## src/rtl/mem_access_ctrl_if.sv

```systemverilog
// Request/response and RAM-side bus of the load/store controller.
// Latency: none, this file holds wires only.
// Backpressure: request uses valid/ready, and the response is held until rsp_ready.
//
// Signals:
//   req_*     byte-addressed load/store request (valid/ready)
//   rsp_*     response: load data, error flag (valid/ready)
//   mem_*     word-wide RAM port; mem_rdata is combinational from mem_address
// Modports:
//   slave     the controller side
//   master    the requester side, which also models the RAM
interface mem_access_ctrl_if;
    logic        req_valid;
    logic        req_ready;
    logic        req_we;
    logic [1:0]  req_size;
    logic        req_signed;
    logic [31:0] req_addr;
    logic [31:0] req_wdata;

    logic        rsp_valid;
    logic        rsp_ready;
    logic [31:0] rsp_rdata;
    logic        rsp_err;

    logic [31:0] mem_address;
    logic        mem_rd;
    logic        mem_wr;
    logic [31:0] mem_wdata;
    logic [31:0] mem_rdata;

    modport slave (
        input  req_valid, req_we, req_size, req_signed, req_addr, req_wdata,
        output req_ready,
        output rsp_valid, rsp_rdata, rsp_err,
        input  rsp_ready,
        output mem_address, mem_rd, mem_wr, mem_wdata,
        input  mem_rdata
    );

    modport master (
        output req_valid, req_we, req_size, req_signed, req_addr, req_wdata,
        input  req_ready,
        input  rsp_valid, rsp_rdata, rsp_err,
        output rsp_ready,
        input  mem_address, mem_rd, mem_wr, mem_wdata,
        output mem_rdata
    );
endinterface

```

## src/rtl/mem_access_ctrl.sv

```systemverilog
// Byte/half/word load-store front end for a word-wide RAM, with read-modify-write for sub-word stores.
// Latency (from the accept edge to rsp_valid): error 1, load 2, word store 2, sub-word store 3 cycles.
// Backpressure: one request outstanding; req_ready is low until the response handshake completes.
//
// Ports:
//   clk        single clock; all state changes on posedge
//   rst        synchronous active-high reset; also gates mem_rd/mem_wr combinationally
//   bus        mem_access_ctrl_if.slave (request, response and RAM port)
// Parameters:
//   DEPTH_WORDS  RAM depth in 32-bit words; byte addresses >= 4*DEPTH_WORDS are errors
module mem_access_ctrl #(
    parameter int DEPTH_WORDS = 16384
) (
    input  logic               clk,
    input  logic               rst,
    mem_access_ctrl_if.slave   bus
);

    typedef enum logic [2:0] {
        IDLE   = 3'd0,
        RD     = 3'd1,
        RMW_RD = 3'd2,
        WR     = 3'd3,
        RESP   = 3'd4
    } state_t;

    localparam logic [1:0]  SZ_BYTE = 2'd0;
    localparam logic [1:0]  SZ_HALF = 2'd1;
    localparam logic [1:0]  SZ_WORD = 2'd2;
    localparam logic [1:0]  SZ_RSVD = 2'd3;

    // Computed at 33 bits so that a DEPTH_WORDS covering the whole 4 GiB space cannot overflow.
    localparam logic [32:0] ADDR_LIMIT = 33'(DEPTH_WORDS) << 2;

    state_t      state_q;
    logic [1:0]  addr_lo_q;
    logic [1:0]  size_q;
    logic        signed_q;
    logic [15:0] wdata_q;      // only sub-word stores replay the latched data
    logic [31:0] mem_address_q;
    logic [31:0] mem_wdata_q;
    logic        mem_rd_q;
    logic        mem_wr_q;
    logic        rsp_valid_q;
    logic [31:0] rsp_rdata_q;
    logic        rsp_err_q;

    logic        accept;
    logic        req_err_d;
    logic [31:0] load_data_d;
    logic [31:0] merge_data_d;
    logic [7:0]  rd_byte;
    logic [15:0] rd_half;

    assign accept = bus.req_valid && (state_q == IDLE);

    // Classify a request as an error: reserved size, misaligned half/word, or out-of-range address.
    always_comb begin
        req_err_d = 1'b0;
        if (bus.req_size == SZ_RSVD)                                 req_err_d = 1'b1;
        if (bus.req_size == SZ_HALF && bus.req_addr[0])              req_err_d = 1'b1;
        if (bus.req_size == SZ_WORD && bus.req_addr[1:0] != 2'b00)   req_err_d = 1'b1;
        if ({1'b0, bus.req_addr} >= ADDR_LIMIT)                      req_err_d = 1'b1;
    end

    // Pick the addressed lanes out of the RAM word (little-endian).
    always_comb begin
        rd_byte = 8'h00;
        case (addr_lo_q)
            2'd0:    rd_byte = bus.mem_rdata[7:0];
            2'd1:    rd_byte = bus.mem_rdata[15:8];
            2'd2:    rd_byte = bus.mem_rdata[23:16];
            default: rd_byte = bus.mem_rdata[31:24];
        endcase
        rd_half = addr_lo_q[1] ? bus.mem_rdata[31:16] : bus.mem_rdata[15:0];
    end

    // Right-align the load result and extend it according to the latched signed flag.
    always_comb begin
        load_data_d = bus.mem_rdata;
        case (size_q)
            SZ_BYTE: load_data_d = {{24{signed_q & rd_byte[7]}}, rd_byte};
            SZ_HALF: load_data_d = {{16{signed_q & rd_half[15]}}, rd_half};
            default: load_data_d = bus.mem_rdata;
        endcase
    end

    // Read-modify-write merge: overwrite only the addressed lanes and keep the rest of the word.
    always_comb begin
        merge_data_d = bus.mem_rdata;
        if (size_q == SZ_BYTE) begin
            case (addr_lo_q)
                2'd0:    merge_data_d[7:0]   = wdata_q[7:0];
                2'd1:    merge_data_d[15:8]  = wdata_q[7:0];
                2'd2:    merge_data_d[23:16] = wdata_q[7:0];
                default: merge_data_d[31:24] = wdata_q[7:0];
            endcase
        end else begin
            if (addr_lo_q[1]) merge_data_d[31:16] = wdata_q;
            else              merge_data_d[15:0]  = wdata_q;
        end
    end

    always_ff @(posedge clk) begin
        if (rst) begin
            state_q       <= IDLE;
            addr_lo_q     <= 2'b00;
            size_q        <= SZ_BYTE;
            signed_q      <= 1'b0;
            wdata_q       <= 16'h0000;
            mem_address_q <= 32'h0;
            mem_wdata_q   <= 32'h0;
            mem_rd_q      <= 1'b0;
            mem_wr_q      <= 1'b0;
            rsp_valid_q   <= 1'b0;
            rsp_rdata_q   <= 32'h0;
            rsp_err_q     <= 1'b0;
        end else begin
            case (state_q)
                IDLE: begin
                    if (accept) begin
                        addr_lo_q <= bus.req_addr[1:0];
                        size_q    <= bus.req_size;
                        signed_q  <= bus.req_signed;
                        wdata_q   <= bus.req_wdata[15:0];
                        if (req_err_d) begin
                            // Errors never touch the RAM, so mem_address keeps its old value.
                            rsp_valid_q <= 1'b1;
                            rsp_err_q   <= 1'b1;
                            rsp_rdata_q <= 32'h0;
                            state_q     <= RESP;
                        end else begin
                            mem_address_q <= {2'b00, bus.req_addr[31:2]};
                            if (!bus.req_we) begin
                                mem_rd_q <= 1'b1;
                                state_q  <= RD;
                            end else if (bus.req_size == SZ_WORD) begin
                                mem_wdata_q <= bus.req_wdata;
                                mem_wr_q    <= 1'b1;
                                state_q     <= WR;
                            end else begin
                                mem_rd_q <= 1'b1;
                                state_q  <= RMW_RD;
                            end
                        end
                    end
                end
                RD: begin
                    mem_rd_q    <= 1'b0;
                    rsp_rdata_q <= load_data_d;
                    rsp_err_q   <= 1'b0;
                    rsp_valid_q <= 1'b1;
                    state_q     <= RESP;
                end
                RMW_RD: begin
                    mem_rd_q    <= 1'b0;
                    mem_wdata_q <= merge_data_d;
                    mem_wr_q    <= 1'b1;
                    state_q     <= WR;
                end
                WR: begin
                    mem_wr_q    <= 1'b0;
                    rsp_rdata_q <= 32'h0;
                    rsp_err_q   <= 1'b0;
                    rsp_valid_q <= 1'b1;
                    state_q     <= RESP;
                end
                RESP: begin
                    if (bus.rsp_ready) begin
                        rsp_valid_q <= 1'b0;
                        state_q     <= IDLE;
                    end
                end
                default: begin
                    mem_rd_q    <= 1'b0;
                    mem_wr_q    <= 1'b0;
                    rsp_valid_q <= 1'b0;
                    state_q     <= IDLE;
                end
            endcase
        end
    end

    assign bus.req_ready   = (state_q == IDLE);
    assign bus.rsp_valid   = rsp_valid_q;
    assign bus.rsp_rdata   = rsp_rdata_q;
    assign bus.rsp_err     = rsp_err_q;
    assign bus.mem_address = mem_address_q;
    assign bus.mem_wdata   = mem_wdata_q;
    // Gating with rst means a write that is in flight while reset is high never reaches the RAM.
    assign bus.mem_rd      = mem_rd_q & ~rst;
    assign bus.mem_wr      = mem_wr_q & ~rst;

endmodule

```

## src/flat_wrapper.sv

```systemverilog
// flat-port wrapper written by rule: the top's interface ports become plain ports
module mem_access_ctrl_flat 
#(
    parameter int DEPTH_WORDS = 16384
)
  (clk, rst, bus_req_valid, bus_req_we, bus_req_size, bus_req_signed, bus_req_addr, bus_req_wdata, bus_req_ready, bus_rsp_valid, bus_rsp_rdata, bus_rsp_err, bus_rsp_ready, bus_mem_address, bus_mem_rd, bus_mem_wr, bus_mem_wdata, bus_mem_rdata);
  mem_access_ctrl_if bus_i ();
  input  logic clk;
  input  logic rst;
  input wire logic [$bits(bus_i.req_valid)-1:0] bus_req_valid;
  input wire logic [$bits(bus_i.req_we)-1:0] bus_req_we;
  input wire logic [$bits(bus_i.req_size)-1:0] bus_req_size;
  input wire logic [$bits(bus_i.req_signed)-1:0] bus_req_signed;
  input wire logic [$bits(bus_i.req_addr)-1:0] bus_req_addr;
  input wire logic [$bits(bus_i.req_wdata)-1:0] bus_req_wdata;
  output wire logic [$bits(bus_i.req_ready)-1:0] bus_req_ready;
  output wire logic [$bits(bus_i.rsp_valid)-1:0] bus_rsp_valid;
  output wire logic [$bits(bus_i.rsp_rdata)-1:0] bus_rsp_rdata;
  output wire logic [$bits(bus_i.rsp_err)-1:0] bus_rsp_err;
  input wire logic [$bits(bus_i.rsp_ready)-1:0] bus_rsp_ready;
  output wire logic [$bits(bus_i.mem_address)-1:0] bus_mem_address;
  output wire logic [$bits(bus_i.mem_rd)-1:0] bus_mem_rd;
  output wire logic [$bits(bus_i.mem_wr)-1:0] bus_mem_wr;
  output wire logic [$bits(bus_i.mem_wdata)-1:0] bus_mem_wdata;
  input wire logic [$bits(bus_i.mem_rdata)-1:0] bus_mem_rdata;
  assign bus_i.req_valid = bus_req_valid;
  assign bus_i.req_we = bus_req_we;
  assign bus_i.req_size = bus_req_size;
  assign bus_i.req_signed = bus_req_signed;
  assign bus_i.req_addr = bus_req_addr;
  assign bus_i.req_wdata = bus_req_wdata;
  assign bus_req_ready = bus_i.req_ready;
  assign bus_rsp_valid = bus_i.rsp_valid;
  assign bus_rsp_rdata = bus_i.rsp_rdata;
  assign bus_rsp_err = bus_i.rsp_err;
  assign bus_i.rsp_ready = bus_rsp_ready;
  assign bus_mem_address = bus_i.mem_address;
  assign bus_mem_rd = bus_i.mem_rd;
  assign bus_mem_wr = bus_i.mem_wr;
  assign bus_mem_wdata = bus_i.mem_wdata;
  assign bus_i.mem_rdata = bus_mem_rdata;
  mem_access_ctrl #(.DEPTH_WORDS(DEPTH_WORDS)) u_core (.clk(clk), .rst(rst), .bus(bus_i));
endmodule
```

## config.mk

```make
export PLATFORM = sky130hd
export DESIGN_NAME = mem_access_ctrl_flat
export DESIGN_NICKNAME = d
export VERILOG_FILES = /design/src/rtl/mem_access_ctrl_if.sv /design/src/rtl/mem_access_ctrl.sv /design/src/flat_wrapper.sv
export SDC_FILE = /design/constraint.sdc
export NUM_CORES = 1
export LEC_CHECK = 0
export ABC_AREA = 1
export CORE_MARGIN = 10
export CORE_UTILIZATION = 31
export DETAILED_ROUTE_END_ITERATION = 10
export PLACE_DENSITY = 0.66
export SLEW_MARGIN = 10
export SYNTH_ARGS = -nofsm -noshare
export SYNTH_HDL_FRONTEND = slang
export SYNTH_SLANG_ARGS = --single-unit
```

## constraint.sdc

```tcl
create_clock -name clk -period 2.58 [get_ports clk]
set_clock_uncertainty 0.1 [all_clocks]
set_input_delay 0.258 -clock clk [delete_from_list [all_inputs] [get_ports clk]]
set_output_delay 0.258 -clock clk [all_outputs]
set_load 0.05 [all_outputs]
```

==> results of run 1 <==
sequential cells by signal, indices dropped and copies added (netlist names):
name                    count
u_core.size_q               2
u_core.bus.mem_wdata       32
u_core.addr_lo_q            2
u_core.bus.mem_address     30
u_core.wdata_q             16
u_core.signed_q             1
u_core.bus.rsp_rdata       32
u_core.mem_wr_q             1
u_core.state_q              3
u_core.bus.rsp_valid        1
u_core.bus.rsp_err          1
u_core.mem_rd_q             1
logic make-up (layout without fill, tap and decap cells):
kind of cell / Yosys count / count (layout) / share of synthesized area, %
other: 1 / 3 / 0.0559
DFF: 122 / 122 / 36.4
buffers and inverters: 168 / 354 / 10.5
AOI/OAI and AO/OA: 174 / 174 / 14.5
and+or+nand+nor: 593 / 593 / 38.5
cells in the final DEF (no fill, tap or decap), types with 2 or more instances in the layout:
cell type        Yosys  layout
nor3_1               2       2
nand3_2             11      11
inv_1               95      95
o211ai_1            22      22
nand3_4              2       2
clkbuf_16            0      17
nor2_1              75      74
nand3_1            132     132
nand2_1            344     344
bufinv_16            0       2
inv_2                6       6
nand2_2              2       2
clkinv_2             0       2
o21ai_0             54      54
clkdlybuf4s50_1      0     200
clkinvlp_4           0       3
buf_12               1       3
buf_4                6      18
nand4_1              3       3
or2_2               11      11
clkinv_4             0       2
a21oi_1             71      71
inv_6                0       6
conb_1               1       2
a21oi_2             10      10
o22ai_1              5       5
dfxtp_1            122     121
nor2_4               4       5
o21ai_1             11      11
nor2_2               6       6
critical path: stages, from the launching register on:
cell and delay (ps):
dfxtp_1 360, nor2_2 130, nand2_2 100, inv_2 140, clkdlybuf4s50_1 840
power groups by stage:
stage | sequential [uW] | combinational, uW | clock (uW)
floorplan | 2070 | 570 | 0
global placement | 2010 | 1000 | 0
detailed placement | 2010 | 1000 | 0
CTS | 1970 | 1010 | 2450
global route | 1980 | 1120 | 2530
finish | 1970 | 1010 | 2420
final timing paths:
kind	end	slack, ps	cells past startpoint
max reg2reg	u_core.bus.mem_wdata[17]	280	9
min	u_core.bus.mem_wdata[0]	150	2
min reg2reg	u_core.bus.mem_address[27]	340	2
max	bus_req_ready	240	4
cell type report:
class	instances	share of cell area (%)
clock buffers	17	4.47
repair buffers	221	23.1
diodes	1	0.0263
well taps	275	3.61
clock inverters	15	1.71
inverters	101	3.98
multi-input cells	769	37.5
flip-flops and latches	122	25.7
metrics by stage:
| stage | util (%) | std cells | power [uW] | setup slack [ps] |
|---|---|---|---|---|
| floorplan | - | 1059 | 2640 | 872 |
| global placement | 42.2 | 1488 | 3010 | 234 |
| detailed placement | 42.2 | 1488 | 3020 | 168 |
| CTS | 45.0 | 1520 | 5430 | 231 |
| global route | 45.0 | 1520 | 5630 | 105 |
| finish | 45.0 | 1521 | 5410 | 237 |
layer usage:
metal	vias up	share of wire, %
met3	33	9.4
met1	3377	44
met4	4	1.9
met2	278	45
met5	-	0.11
li1	3744	-
==> run_results.csv, run 1 <==
group,metric,value,unit
min_path,hold_path_class,"in -> reg",
routing,dr.pass1.iters,5,
clock_tree,post_cts_buffers,0,
global_route,use_met3,6.83,%
cells_and_area,stdcell_area,9520,sq um
global_route,grt_max_degree,66,
critical_path,crit_type,"reg -> out",
critical_path,critical_path.max_fanout,7,
clock_tree,cts_max_level,4,
logic_synthesis,avgSynthCellArea,6.34,sq um
placed_design,dpl.hpwl,19.4,mm
pwr,powerDensity,568,nW/um^2
critical_path,worst-endpoint-arrival,1980,ps
pwr,p_sw_share,30.6,%
cells_and_area,fin_nets,1336,
clock_tree,clk_pin_slew_worst_paths,60,ps
critical_path,endpoint_kind,"output pin",
sta,slew_headroom,42.5,%
global_route,grt_first_pass_wirelength,39.8,mm
floorplan,die_w,167,um
pwr,p_comb_share,18.8,%
floorplan,die-area,27900,sq um
flow_run,cap_violations,0,
cells_and_area,fill_cells,2182,
logic_synthesis,yosysSeqAreaShare,36.4,%
logic_synthesis,yosysMostFrequentCell,"nand2_1",
cells_and_area,drive_gt1_share,8.67,%
logic_synthesis,yosysWarnings,0,
pwr,p_switching,1650,uW
global_route,grt_util_all_layers,17.6,%
sta,finalSetupTns,0,ps
placed_design,place.gp.congestion,0.955,
routing,finalWirelength,25.7,mm
logic_synthesis,post-synth-top-area-cell,"dfxtp_1",
clock_tree,cts_root_buf,"clkbuf_16",
logic_synthesis,netlist_top_cells_count,"nand2_1 (344), nand3_1 (132), dfxtp_1 (122), inv_1 (95), nor2_1 (75)",
critical_path,timing.rr.start,"u_core.size_q[0]",
clock_tree,cts_buffers,17,
sta,min_period,2340,ps
logic_synthesis,synthArstFlopShare,0,%
routing,vias_per_cell,4.89,
clock_tree,tritoncts,"yes",
sta,period_share,90.8,%
routing,antenna_left,0,
logic_synthesis,netlist_area,6700,sq um
clock_tree,holdBufCountCts,0,
routing,drc,0,
logic_synthesis,synth_top_cell_area_share,36.4,%
sta,finalHoldViolCount,0,
logic_synthesis,ys.flop_type,"dfxtp_1",
placed_design,dpl_cell_area,8930,sq um
sta,whs,153,ps
min_path,hold_path.startpoint,"rst",
pwr,p_int,3750,uW
global_route,use_met1,21.8,%
pwr,sequentialPowerShare,36.5,%
global_route,use_met2,27.8,%
clock_tree,clock_path_buffers,2,
sta,tightest_slew,861,ps
clock_tree,clkLatencyLatePin,420,ps
cells_and_area,area_growth,42.1,%
logic_synthesis,syn_inst,1058,
cells_and_area,seq_area,2440,sq um
placed_design,portBuffers,202,
critical_path,startpoint,"u_core.state_q[2]",
floorplan,fp-row-count,53,
cells_and_area,multi_input_area,3570,sq um
floorplan,start_util,31.7,%
sta,setup_viol,0,
pwr,leakagePower,0.00380,uW
sta,max_freq,427,MHz
floorplan,pin_count,205,
pwr,peakVddDrop,447,uV
pwr,p_clk_share,44.8,%
sta,rsz0062_at_grt,"false",
critical_path,start_kind,"flip-flop",
routing,wire_per_inst,16.9,um
global_route,grt-ovfl-total,0,
global_route,grt_pass1_vias,7043,
clock_tree,cts_resized,0,
logic_synthesis,synth_seq_cells,122,
logic_synthesis,yosysUniqueCellTypes,28,
status,status,"complete, no violations",
floorplan,core,21200,sq um
sta,maxSlewViolCount,0,
global_route,antenna_found_initial,3,
critical_path,cp.required,2220,ps
logic_synthesis,synth_edf_count,0,
global_route,busiest_layer,"met2",
clock_tree,clock-sinks,122,
routing,drtIter0Drc,755,
routing,num_vias,7436,
logic_synthesis,synth_area_leaders,"dfxtp_1 (36%), nand2_1 (19%), nand3_1 (9.9%)",
floorplan,die_h,167,um
Power figures use the tool's default switching activity.
==> run 2: changes to the inputs <==
PLACE_DENSITY = default   (was 0.66)
==> run_results.csv, run 2 (synthesis gave the netlist of run 1 again) <==
group,metric,value,unit
floorplan,pin_count,205,
floorplan,die_w,167,um
cells_and_area,multi_input_area,3570,sq um
routing,antenna_left,0,
clock_tree,cts_resized,0,
global_route,grt_max_degree,65,
cells_and_area,fin_nets,1337,
sta,slew_headroom,40.9,%
critical_path,critical_path.max_fanout,7,
routing,wire_per_inst,17.1,um
clock_tree,tritoncts,"yes",
placed_design,place.gp.congestion,0.932,
critical_path,cpPeakStageDelay,840,ps
floorplan,core,21200,sq um
routing,finalWirelength,26.0,mm
pwr,peakVddDrop,428,uV
clock_tree,post_cts_buffers,0,
critical_path,start_kind,"flip-flop",
placed_design,dpl.hpwl,19.7,mm
sta,period_share,89.9,%
critical_path,crit_chain,"nor2_2 > nand2_2 > inv_2 > clkdlybuf4s50_1",
flow_run,cap_violations,0,
clock_tree,clk_pin_slew_worst_paths,70,ps
clock_tree,cts_buffers,17,
critical_path,cp.required,2220,ps
pwr,leakagePower,0.00382,uW
min_path,hold_path_class,"in -> reg",
sta,setup_viol,0,
floorplan,fp-row-count,53,
placed_design,dp_slack,244,ps
cells_and_area,area_growth,42.2,%
sta,max_freq,431,MHz
sta,tightest_slew,886,ps
floorplan,die_h,167,um
sta,min_period,2320,ps
critical_path,endpoint_kind,"output pin",
critical_path,worst-endpoint-arrival,1960,ps
global_route,grt_pass1_vias,7384,
global_route,antenna_found_initial,1,
clock_tree,cts_max_level,4,
cells_and_area,final_common_cell,"nand2_1",
placed_design,portBuffers,202,
critical_path,regToRegSetupSlack,560,ps
critical_path,crit_type,"reg -> out",
sta,maxSlewViolCount,0,
sta,rsz0062_at_grt,"false",
cells_and_area,layout_common_cells,"nand2_1 (344), clkdlybuf4s50_1 (200), nand3_1 (132)",
pwr,powerDensity,577,nW/um^2
clock_tree,holdBufCountCts,0,
clock_tree,clkLatencyLatePin,430,ps
global_route,grt-ovfl-total,0,
global_route,grt_first_pass_wirelength,41.2,mm
cells_and_area,fill_cells,2255,
floorplan,start_util,31.7,%
sta,worst_slack,260,ps
routing,vias_per_cell,4.86,
floorplan,die-area,27900,sq um
routing,dr.pass1.iters,5,
clock_tree,cts_root_buf,"clkbuf_16",
cells_and_area,drive_gt1_share,8.75,%
cells_and_area,seq_area,2440,sq um
sta,finalSetupTns,0,ps
routing,drtIter0Drc,646,
clock_tree,clock_path_buffers,2,
sta,finalHoldViolCount,0,
global_route,grt_util_all_layers,18.2,%
pwr,total_power,5500,uW
routing,num_vias,7395,
critical_path,slowest_stage,"clkdlybuf4s50_1",
sta,whs,272,ps
routing,drc,0,
clock_tree,clock-sinks,122,
status,status,"complete, no violations",
cells_and_area,fin_util,45.1,%
run 2: changes by cell type in the layout (fill, tap and decap cells not counted), sizes merged:
cell	previous run	this run
buf	21	22
clkinv	4	3
clkinvlp	3	0
inv	107	111
run 2: through the flow:
stage / area (sq um) / instances
final: 9530 / 1522
after detailed placement: 8930 / 1489
after CTS: 9530 / 1521
after floorplan: 6710 / 1059
after global routing: 9530 / 1522
after global placement: 8930 / 1489
run 2: routing by layer:
metal	global-route usage [%]	part of all wire [%]
met2	29.1	47
met4	4.66	1.3
met1	23.0	44
met5	0	0
met3	5.79	8.0
run 2: worst max-delay path: cells and delay by family, from the launching register on:
| family | cells | cell delay (ps) |
|---|---|---|
| and+or+nand+nor | 2 | 230 |
| buffers and inverters | 2 | 950 |
| DFF | 1 | 350 |
run 2: final cells by class:
class,count,area share [%]
diodes,1,0.0263
clock buffers,17,4.46
clock inverters,15,1.86
inverters,101,3.98
multi-input cells,769,37.4
flip-flops and latches,122,25.6
well taps,275,3.61
repair buffers,222,23.0
run 2: power breakdown:
group | internal [uW] | switching (uW) | total (uW)
Clock | 1460 | 1040 | 2500
Sequential | 1940 | 40.4 | 1980
Combinational | 381 | 635 | 1020
run 2: path summary, 6_finish.rpt:
check	start	end	depth (start not counted)
worst min register to register	u_core.bus.mem_address[22]	u_core.bus.mem_address[22]	2
worst max register to register	u_core.addr_lo_q[1]	u_core.bus.mem_wdata[20]	9
worst max-delay path	u_core.state_q[2]	bus_req_ready	4
worst min-delay path	rst	u_core.bus.mem_address[19]	3
